File: config.mk
export PLATFORM = sky130hd
export DESIGN_NAME = top2_clap_light_flat
export DESIGN_NICKNAME = d
export VERILOG_FILES = /design/src/rtl/top2_clap_light_if.sv /design/src/rtl/top2_clap_light.sv /design/src/flat_wrapper.sv
export SDC_FILE = /design/constraint.sdc
export NUM_CORES = 1
export LEC_CHECK = 0
export ABC_CLOCK_PERIOD_IN_PS = 14400
export CAP_MARGIN = 10
export CORE_MARGIN = 5
export CORE_UTILIZATION = 70
export CTS_BUF_LIST = sky130_fd_sc_hd__clkbuf_2
export CTS_CLUSTER_SIZE = 12
export DETAILED_ROUTE_END_ITERATION = 8
export DONT_BUFFER_PORTS = 1
export PLACE_DENSITY = 0.86
export SLEW_MARGIN = 40
export SYNTH_ARGS = -nofsm -noshare
export SYNTH_HDL_FRONTEND = slang
export SYNTH_SLANG_ARGS = --single-unit
File: constraint.sdc
create_clock -name clock -period 14.4 [get_ports clock]
set_input_delay 2.88 -clock clock [delete_from_list [all_inputs] [get_ports clock]]
set_output_delay 2.88 -clock clock [all_outputs]
set_load 0.01 [all_outputs]
File: src/rtl/top2_clap_light_if.sv
// SPI link between the clap-light master and the microphone ADC.
// The master drives clock and chip select; the ADC returns serial data.
interface top2_clap_light_if;
    logic spi_clock;
    logic spi_chipselect;
    logic spi_data;

    modport master (
        output spi_clock,
        output spi_chipselect,
        input  spi_data
    );

    modport slave (
        input  spi_clock,
        input  spi_chipselect,
        output spi_data
    );
endinterface

File: src/rtl/top2_clap_light.sv
// Clap-clap light: SPI sample reader, windowed energy and double-clap
// detector that toggles the light output.
module top2_clap_light #(
    parameter int              SAMPLE_WIDTH     = 16,
    parameter int              SPI_DIV          = 2,
    parameter int              CS_IDLE          = 4,
    parameter int              WIN_LOG2         = 4,
    parameter longint unsigned ENERGY_THRESHOLD = 64'd1 << 30,
    parameter int              GAP_MAX          = 8
) (
    input  logic              clock,
    input  logic              nreset,
    top2_clap_light_if.master spi,
    output logic              toglite_state
);
    localparam int SW   = SAMPLE_WIDTH;
    localparam int EW   = 2 * SW + WIN_LOG2;
    localparam int CMAX = (CS_IDLE > 2 * SPI_DIV) ? CS_IDLE : 2 * SPI_DIV;
    localparam int CW   = $clog2(CMAX + 1);
    localparam int BW   = $clog2(SW);
    localparam int GW   = $clog2(GAP_MAX + 2);
    localparam logic [EW-1:0] THR = EW'(ENERGY_THRESHOLD);

    typedef enum logic [1:0] {
        S_IDLE,
        S_SELECT,
        S_SHIFT,
        S_DESELECT
    } spi_state_t;

    typedef enum logic {
        WAIT_FIRST,
        WAIT_SECOND
    } det_state_t;

    spi_state_t       spi_state;
    logic [CW-1:0]    cnt;
    logic [BW-1:0]    bit_cnt;
    logic [SW-1:0]    shift_reg;
    logic             cs_q;
    logic             sclk_q;
    logic             sample_valid;

    logic [EW-1:0]       acc;
    logic [WIN_LOG2-1:0] win_cnt;
    logic [EW-1:0]       energy_reg;
    logic                energy_ready_sig;

    det_state_t    det_state;
    logic [GW-1:0] gap;
    logic          loud_prev;

    logic signed [2*SW-1:0] sample_ext;
    logic [2*SW-1:0]        square;
    logic                   loud;
    logic                   clap;

    assign spi.spi_clock      = sclk_q;
    assign spi.spi_chipselect = cs_q;

    // Sign-extend first so full-scale negative squares cleanly to 2^30.
    assign sample_ext = {{SW{shift_reg[SW-1]}}, shift_reg};
    assign square     = sample_ext * sample_ext;

    assign loud = (energy_reg >= THR);
    assign clap = loud & ~loud_prev;

    always_ff @(posedge clock or negedge nreset) begin
        if (!nreset) begin
            spi_state    <= S_IDLE;
            cnt          <= '0;
            bit_cnt      <= '0;
            shift_reg    <= '0;
            cs_q         <= 1'b1;
            sclk_q       <= 1'b1;
            sample_valid <= 1'b0;
        end else begin
            sample_valid <= 1'b0;
            unique case (spi_state)
                S_IDLE: begin
                    if (cnt == CW'(CS_IDLE - 1)) begin
                        spi_state <= S_SELECT;
                        cs_q      <= 1'b0;
                        cnt       <= '0;
                    end else begin
                        cnt <= cnt + 1'b1;
                    end
                end
                S_SELECT: begin
                    if (cnt == CW'(SPI_DIV - 1)) begin
                        spi_state <= S_SHIFT;
                        sclk_q    <= 1'b0;
                        cnt       <= '0;
                        bit_cnt   <= '0;
                    end else begin
                        cnt <= cnt + 1'b1;
                    end
                end
                S_SHIFT: begin
                    // Low half ends: raise the clock and capture the bit.
                    if (cnt == CW'(SPI_DIV - 1)) begin
                        sclk_q    <= 1'b1;
                        shift_reg <= {shift_reg[SW-2:0], spi.spi_data};
                    end
                    if (cnt == CW'(2 * SPI_DIV - 1)) begin
                        cnt <= '0;
                        if (bit_cnt == BW'(SW - 1)) begin
                            spi_state <= S_DESELECT;
                        end else begin
                            sclk_q  <= 1'b0;
                            bit_cnt <= bit_cnt + 1'b1;
                        end
                    end else begin
                        cnt <= cnt + 1'b1;
                    end
                end
                S_DESELECT: begin
                    if (cnt == CW'(SPI_DIV - 1)) begin
                        spi_state    <= S_IDLE;
                        cs_q         <= 1'b1;
                        sample_valid <= 1'b1;
                        cnt          <= '0;
                    end else begin
                        cnt <= cnt + 1'b1;
                    end
                end
                default: spi_state <= S_IDLE;
            endcase
        end
    end

    always_ff @(posedge clock or negedge nreset) begin
        if (!nreset) begin
            acc              <= '0;
            win_cnt          <= '0;
            energy_reg       <= '0;
            energy_ready_sig <= 1'b0;
        end else begin
            energy_ready_sig <= 1'b0;
            if (sample_valid) begin
                win_cnt <= win_cnt + 1'b1;
                if (win_cnt == '1) begin
                    energy_reg       <= acc + EW'(square);
                    acc              <= '0;
                    energy_ready_sig <= 1'b1;
                end else begin
                    acc <= acc + EW'(square);
                end
            end
        end
    end

    always_ff @(posedge clock or negedge nreset) begin
        if (!nreset) begin
            det_state     <= WAIT_FIRST;
            gap           <= '0;
            loud_prev     <= 1'b0;
            toglite_state <= 1'b0;
        end else if (energy_ready_sig) begin
            loud_prev <= loud;
            unique case (det_state)
                WAIT_FIRST: begin
                    if (clap) begin
                        det_state <= WAIT_SECOND;
                        gap       <= '0;
                    end
                end
                WAIT_SECOND: begin
                    if (clap && gap != '0 && gap <= GW'(GAP_MAX)) begin
                        toglite_state <= ~toglite_state;
                        det_state     <= WAIT_FIRST;
                    end else begin
                        gap <= gap + 1'b1;
                        if (gap >= GW'(GAP_MAX)) begin
                            det_state <= WAIT_FIRST;
                        end
                    end
                end
                default: det_state <= WAIT_FIRST;
            endcase
        end
    end
endmodule

File: src/flat_wrapper.sv
// flat-port wrapper written by rule: the top's interface ports become plain ports
module top2_clap_light_flat 
#(
    parameter int              SAMPLE_WIDTH     = 16,
    parameter int              SPI_DIV          = 2,
    parameter int              CS_IDLE          = 4,
    parameter int              WIN_LOG2         = 4,
    parameter longint unsigned ENERGY_THRESHOLD = 64'd1 << 30,
    parameter int              GAP_MAX          = 8
)
  (clock, nreset, toglite_state, spi_spi_clock, spi_spi_chipselect, spi_spi_data);
  top2_clap_light_if spi_i ();
  input  logic clock;
  input  logic nreset;
  output logic toglite_state;
  output wire logic [$bits(spi_i.spi_clock)-1:0] spi_spi_clock;
  output wire logic [$bits(spi_i.spi_chipselect)-1:0] spi_spi_chipselect;
  input wire logic [$bits(spi_i.spi_data)-1:0] spi_spi_data;
  assign spi_spi_clock = spi_i.spi_clock;
  assign spi_spi_chipselect = spi_i.spi_chipselect;
  assign spi_i.spi_data = spi_spi_data;
  top2_clap_light #(.SAMPLE_WIDTH(SAMPLE_WIDTH), .SPI_DIV(SPI_DIV), .CS_IDLE(CS_IDLE), .WIN_LOG2(WIN_LOG2), .ENERGY_THRESHOLD(ENERGY_THRESHOLD), .GAP_MAX(GAP_MAX)) u_core (.clock(clock), .nreset(nreset), .spi(spi_i), .toglite_state(toglite_state));
endmodule
==> flow_metrics.py, run 1 <==
metrics = {
    "finish": {
        "fin_nets": 1812,
        "drive_above_1_share_pct": 3.53,
        "largest_reg_flops": 36,
        "finalInstanceArea_sq_mm": 0.0141,
        "final_cells": 1711,
        "area_growth_pct": 2.09,
        "num_antenna_cells": 0,
    },
    "routing": {
        "drt_iter0_markers": 477,
        "routedWlPerCell_um": 16.3,
        "totalWireLength_um": 27900,
        "ant_nets": 0,
        "viasPerCell": 5.74,
        "num_vias": 9820,
        "drc": 0,
        "highest_layer": "met4",
        "wl_met3_um": 1140,
        "met2_length_um": 14900,
        "drt-pass1-iter-count": 5,
        "wl_met1_um": 10600,
    },
    "setup_path": {
        "worstPathArrival_ns": 9.05,
        "start_kind": "flop",
        "setup.worst_path.end_class": "flop",
        "cp.required_ns": 14.91,
        "reg2reg_slack_ns": 5.86,
        "r2r_start": "u_core.shift_reg[3]$_DFFE_PN0P_",
        "cp-endpoint": "u_core.acc[35]$_DFFE_PN0P_",
        "crit_type": "flop to flop",
        "r2r_end": "u_core.acc[35]$_DFFE_PN0P_",
        "cp-startpoint": "u_core.shift_reg[3]$_DFFE_PN0P_",
        "path_max_fanout": 19,
        "rr_worst_depth": 27,
    },
    "yosys": {
        "synth_area_sq_mm": 0.0139,
        "syn_inst": 1474,
        "avgSynthCellArea_sq_um": 9.40,
        "synth_top_area_share_pct": 34.5,
        "ys_types": 65,
        "yosysSeqAreaShare_pct": 14.8,
        "ys.flop_type": "dfrtp_1",
        "yosys_register_bits": 82,
        "synth-edff-count": 0,
        "async_reset_ff_share_pct": 100,
        "yosys_warnings": 0,
        "netlist_top_cells_area": "fa_1 (35%), dfrtp_1 (14%), ha_1 (12%), inv_1 (9.5%), xnor2_1 (3.6%)",
        "yosysTopAreaCell": "fa_1",
        "syn_nets": 1845,
    },
    "placement": {
        "dp.final_hpwl_um": 23000,
        "portBuffers": 0,
        "placed_cells": 1695,
        "place_area_sq_mm": 0.0140,
        "gp_congestion": 0.899,
        "dp_slack_ns": 6.02,
    },
    "timing": {
        "finalCritPeriodShare_pct": 59.3,
        "finalHoldViolCount": 0,
        "fin_crit_ns": 8.54,
        "worst_pin_slew_ns": 0.798,
        "worst_slack_ns": 5.86,
        "drv_slew": 0,
        "rsz0062_at_grt": "false",
        "final.setup_skew_ns": 0.0478,
        "hold_slack_ns": 0.488,
        "fmax_ghz": 0.117,
        "setup_tns_ns": 0,
        "slew_headroom_pct": 46.8,
        "setup_viol": 0,
    },
    "global_routing": {
        "antenna_found_initial": 0,
        "grt_pass1_wl_um": 49200,
        "grt_pass1_vias": 10800,
        "overflow": 0,
        "grt_max_degree": 83,
        "grt.total_usage_pct": 27.2,
    },
    "outcome": {
        "status": "finished, final reports clean",
    },
    "clock_tree": {
        "cts_root_buf": "clkbuf_2",
        "ctsLongestPathBuffers": 2,
        "clkSlewWorstSetupHoldPaths_ns": 0.26,
        "htree_num_levels": 3,
        "clock_latency_ns": 0.62,
        "post_cts_resized": 0,
        "post_cts_buffers": 0,
        "cts_tree": "done",
        "hold_buffers": 0,
        "clkSinkCount": 82,
        "cts_buffers": 9,
    },
    "pwr": {
        "cellPowerDensity_mw_per_mm2": 135,
        "peakVddDrop_v": 0.000151,
        "p_leak_uw": 0.00726,
    },
    "floorplan": {
        "core_sq_mm": 0.0195,
        "io_pins": 6,
        "rows": 51,
        "start_util_pct": 71.2,
        "fp.dieH_um": 151,
        "die-area_sq_mm": 0.0227,
        "die_w_um": 151,
    },
    "hold_path": {
        "worst_hold_path_type": "flop to flop",
        "worstHoldPathCells": 1,
    },
    "flow_run": {
        "maxCapViolations": 0,
    },
}
-- cells in the final DEF (no fill, tap or decap), drive strengths merged, types with 6 or more instances in the layout --
cell	synthesis	final
o21ai	54	54
o2bb2ai	30	30
nand2	126	126
o31ai	7	7
a31oi	10	10
a21oi	54	54
fa	239	239
o21bai	11	11
xor2	22	22
a21o	19	19
dfrtp	80	80
nand4	9	9
mux2	13	13
nor2b	11	11
and2	54	54
clkbuf	46	11
xnor2	57	57
nand2b	10	10
ha	129	129
inv	350	350
and3	13	13
nor2	47	47
a211oi	6	6
nand3	18	18
-- per-stage QoR --
step	power, uW	utilization (%)
2_1_floorplan	1480	-
3_3_place_gp	1730	72.1
3_5_place_dp	1780	72.1
4_1_cts	1910	72.7
5_1_grt	2120	72.7
6_report	1910	72.7
-- worst min path at each step --
stage | end | from
after CTS | u_core.cnt[0]$_DFF_PN0_ | u_core.cnt[0]$_DFF_PN0_
after floorplan | u_core.cnt[0]$_DFF_PN0_ | u_core.cnt[0]$_DFF_PN0_
after global placement | u_core.cnt[0]$_DFF_PN0_ | u_core.cnt[0]$_DFF_PN0_
final | u_core.cnt[0]$_DFF_PN0_ | u_core.cnt[0]$_DFF_PN0_
after detailed placement | u_core.cnt[0]$_DFF_PN0_ | u_core.cnt[0]$_DFF_PN0_
after global routing | u_core.cnt[0]$_DFF_PN0_ | u_core.cnt[0]$_DFF_PN0_
-- worst max-delay path, cell delays in order (launching register included) --
cell       delay [ns]
dfrtp_1          0.90
nand2_1          0.24
fa_1             0.54
fa_1             0.58
fa_1             0.46
fa_1             0.55
inv_1            0.05
fa_1             0.48
inv_1            0.06
fa_1             0.53
inv_1            0.04
ha_1             0.35
and2_1           0.20
a221oi_1         0.33
o221ai_1         0.16
a21oi_1          0.27
nor2_1           0.11
xor2_1           0.15
ha_1             0.34
a21o_1           0.19
a21o_2           0.25
a2111oi_2        0.39
o31ai_1          0.16
a221o_1          0.31
a31oi_1          0.26
o21ai_1          0.18
nand2b_1         0.17
a31oi_1          0.18
-- cells by family (layout without fill, tap and decap cells) --
| family | after synthesis | after routing | share of synthesized area (%) |
|---|---|---|---|
| buf+inv | 397 | 369 | 10.8 |
| fa+ha+maj | 368 | 368 | 46.2 |
| simple gates | 301 | 301 | 10.3 |
| compound gates | 233 | 233 | 11.8 |
| flops | 82 | 82 | 14.8 |
| xor+xnor | 79 | 79 | 4.99 |
| mux | 14 | 14 | 1.13 |
-- report_power, final --
part | switching, uW | leakage (uW) | internal [uW]
registers | 11.0 | 0.00108 | 232
clock network | 87.1 | 0.0000618 | 40.6
logic | 899 | 0.00612 | 636
-- metal layers --
| metal | vias to the layer above | track usage (%) |
|---|---|---|
| li1 | 4541 | - |
| met1 | 4939 | 32.5 |
| met2 | 240 | 48.6 |
| met3 | 100 | 4.43 |
| met4 | 0 | 11.4 |
| met5 | - | 0 |
-- cell type report --
cell class,instances,area (sq um)
repair buffers,2,15.0
multi-input cells,995,10300
clock buffers,11,55.1
inverters,351,1320
flip-flops and latches,82,2060
well taps,265,332
fillers,1434,5320
clock inverters,5,56.3
-- cells in the mapped netlist, types with 2 or more instances --
library cell  instances
o21ai_1               5
o21bai_1             11
o31ai_1               7
a211o_1               3
fa_1                239
mux2_2               13
xnor2_1              57
o32a_1                2
clkbuf_1             45
dfrtp_1              80
nor3_1                4
o21ai_0              49
a21o_1               18
or2_2                 2
and2_1               53
nor2b_1              11
or4_1                 2
o2bb2ai_1            30
inv_1               350
o211ai_1              5
ha_1                129
dfstp_2               2
a211oi_1              6
a22o_1                3
a221oi_1              2
nand4_1               9
nor2_1               47
nand2_1             126
o21a_1                5
a21oi_1              54
a31oi_1               9
a31o_2                3
a2111oi_4             2
nand2b_1             10
nand3_1              18
xor2_1               22
and3_1               13
Note: power is estimated with default switching activity, not from simulation.
==> run 2, diff against run 1 <==
Settings changed: ABC_CLOCK_PERIOD_IN_PS 14400 to 8700, CORE_UTILIZATION 70 to 68, PLACE_DENSITY 0.86 to 0.84.
Clock period 14.4 ns to 8.7 ns, I/O delays scaled along.
==> flow_metrics.py, run 2 (synthesis gave the netlist of run 1 again) <==
metrics = {
    "outcome": {
        "status": "finished, final reports clean",
    },
    "finish": {
        "final_common_cell": "inv_1",
        "fin_nets": 1823,
        "drive_above_1_share_pct": 4.39,
        "mostFrequentLayoutCells": "inv_1 (350), fa_1 (239), ha_1 (129)",
        "largest_reg_flops": 36,
        "area_growth_pct": 2.77,
        "num_antenna_cells": 0,
    },
    "placement": {
        "dp.final_hpwl_um": 22900,
        "portBuffers": 0,
        "gp_congestion": 0.933,
    },
    "global_routing": {
        "grt_pass1_vias": 10700,
        "grt_pass1_wl_um": 49300,
        "overflow": 0,
        "grt_max_degree": 83,
        "grt.total_usage_pct": 25.6,
        "antenna_found_initial": 0,
    },
    "hold_path": {
        "worst_hold_path_type": "flop to flop",
        "worstHoldPathCells": 1,
    },
    "clock_tree": {
        "cts_root_buf": "clkbuf_2",
        "ctsLongestPathBuffers": 2,
        "clkSlewWorstSetupHoldPaths_ns": 0.30,
        "clock_latency_ns": 0.65,
        "htree_num_levels": 3,
        "cts_buffers": 9,
        "clkSinkCount": 82,
        "cts_tree": "done",
        "post_cts_buffers": 0,
    },
    "pwr": {
        "p_leak_uw": 0.00733,
        "peakVddDrop_v": 0.000259,
        "cellPowerDensity_mw_per_mm2": 227,
        "p_total_uw": 3230,
    },
    "routing": {
        "viasPerCell": 5.71,
        "totalWireLength_um": 27900,
        "drt_iter0_markers": 595,
        "drt-pass1-iter-count": 5,
        "routedWlPerCell_um": 16.2,
        "drc": 0,
        "num_vias": 9854,
        "ant_nets": 0,
    },
    "floorplan": {
        "die_w_um": 153,
        "rows": 52,
        "core_sq_mm": 0.0202,
        "fp.dieH_um": 153,
        "start_util_pct": 68.7,
        "io_pins": 6,
        "die-area_sq_mm": 0.0233,
    },
    "timing": {
        "final.setup_skew_ns": 0.0423,
        "slew_headroom_pct": 58.5,
        "drv_slew": 0,
        "finalHoldViolCount": 0,
        "fin_crit_ns": 8.33,
        "fmax_ghz": 0.120,
        "setup_viol": 0,
        "finalCritPeriodShare_pct": 95.7,
        "setup_tns_ns": 0,
        "worst_pin_slew_ns": 0.622,
        "rsz0062_at_grt": "false",
    },
    "setup_path": {
        "cpMaxStageDelayCell": "dfrtp_1",
        "rr_worst_depth": 29,
        "cp.required_ns": 9.29,
        "worstPathArrival_ns": 8.91,
        "start_kind": "flop",
        "crit_type": "flop to flop",
        "setup.worst_path.end_class": "flop",
        "cpMostUsedCell": "fa_1",
        "path_max_fanout": 16,
        "max_stage_delay_ns": 0.81,
    },
    "flow_run": {
        "maxCapViolations": 0,
    },
}
[run 2: area by class of cell]
type / instances / area [sq um]
multi-input combinational: 995 / 10300
fill: 1524 / 5930
sequential: 82 / 2060
inverter: 351 / 1320
tap: 270 / 338
timing repair buffer: 13 / 97.6
clock inverter: 7 / 70.1
clock buffer: 9 / 45.0
[run 2: per-layer routing]
layer / share of wire [%] / track usage (%)
met2: 52 / 45.5
met5: 0 / 0
met4: 2.8 / 7.34
met3: 4.8 / 3.21
met1: 40 / 33.1
[run 2: path summary, 6_finish.rpt]
path / startpoint / end / slack [ns]
hold reg to reg: u_core.cnt[0]$_DFF_PN0_ / u_core.cnt[0]$_DFF_PN0_ / 0.49
setup reg to reg: u_core.shift_reg[13]$_DFFE_PN0P_ / u_core.acc[35]$_DFFE_PN0P_ / 0.37
min in group asynchronous: nreset / u_core.acc[30]$_DFFE_PN0P_ / 0.73
setup / recovery: u_core.shift_reg[13]$_DFFE_PN0P_ / u_core.acc[35]$_DFFE_PN0P_ / 0.37
hold / removal: u_core.cnt[0]$_DFF_PN0_ / u_core.cnt[0]$_DFF_PN0_ / 0.49
max in group asynchronous: nreset / u_core.spi.spi_chipselect$_DFFE_PN1P_ / 7.75
[run 2: per-stage QoR]
stage	instance area, sq um	hold slack, ns	utilization (%)	cells	setup WS, ns
floorplan	13900	0.438	-	1474	0.869
global placement	14100	0.451	70.0	1711	0.613
detailed placement	14100	0.471	70.0	1711	0.407
CTS	14200	0.500	70.6	1727	0.348
global route	14200	0.533	70.6	1727	0.0232
finish	14200	0.495	70.6	1727	0.375
[run 2: report_power, final]
part | leakage, uW | switching (uW) | internal (uW)
Sequential | 0.00108 | 11.8 | 385
Combinational | 0.00617 | 1550 | 1070
Clock | 0.0000739 | 173 | 47.7
Total | 0.00733 | 1730 | 1500
[run 2: what timing repair did]
item                       in CTS  in global routing
hold buffers                    0                  0
setup endpoints to repair       0                  9
resized for setup               0                  3
[run 2: critical path: cells and delay by family, from the launching register on]
| family | cells | cell delay (ns) |
|---|---|---|
| AOI/OAI and AO/OA | 12 | 2.70 |
| xor gates and xnor gates | 1 | 0.15 |
| adders and majority gates | 8 | 3.43 |
| buffers and inverters | 5 | 0.49 |
| DFF | 1 | 0.81 |
| and+or+nand+nor | 3 | 0.70 |
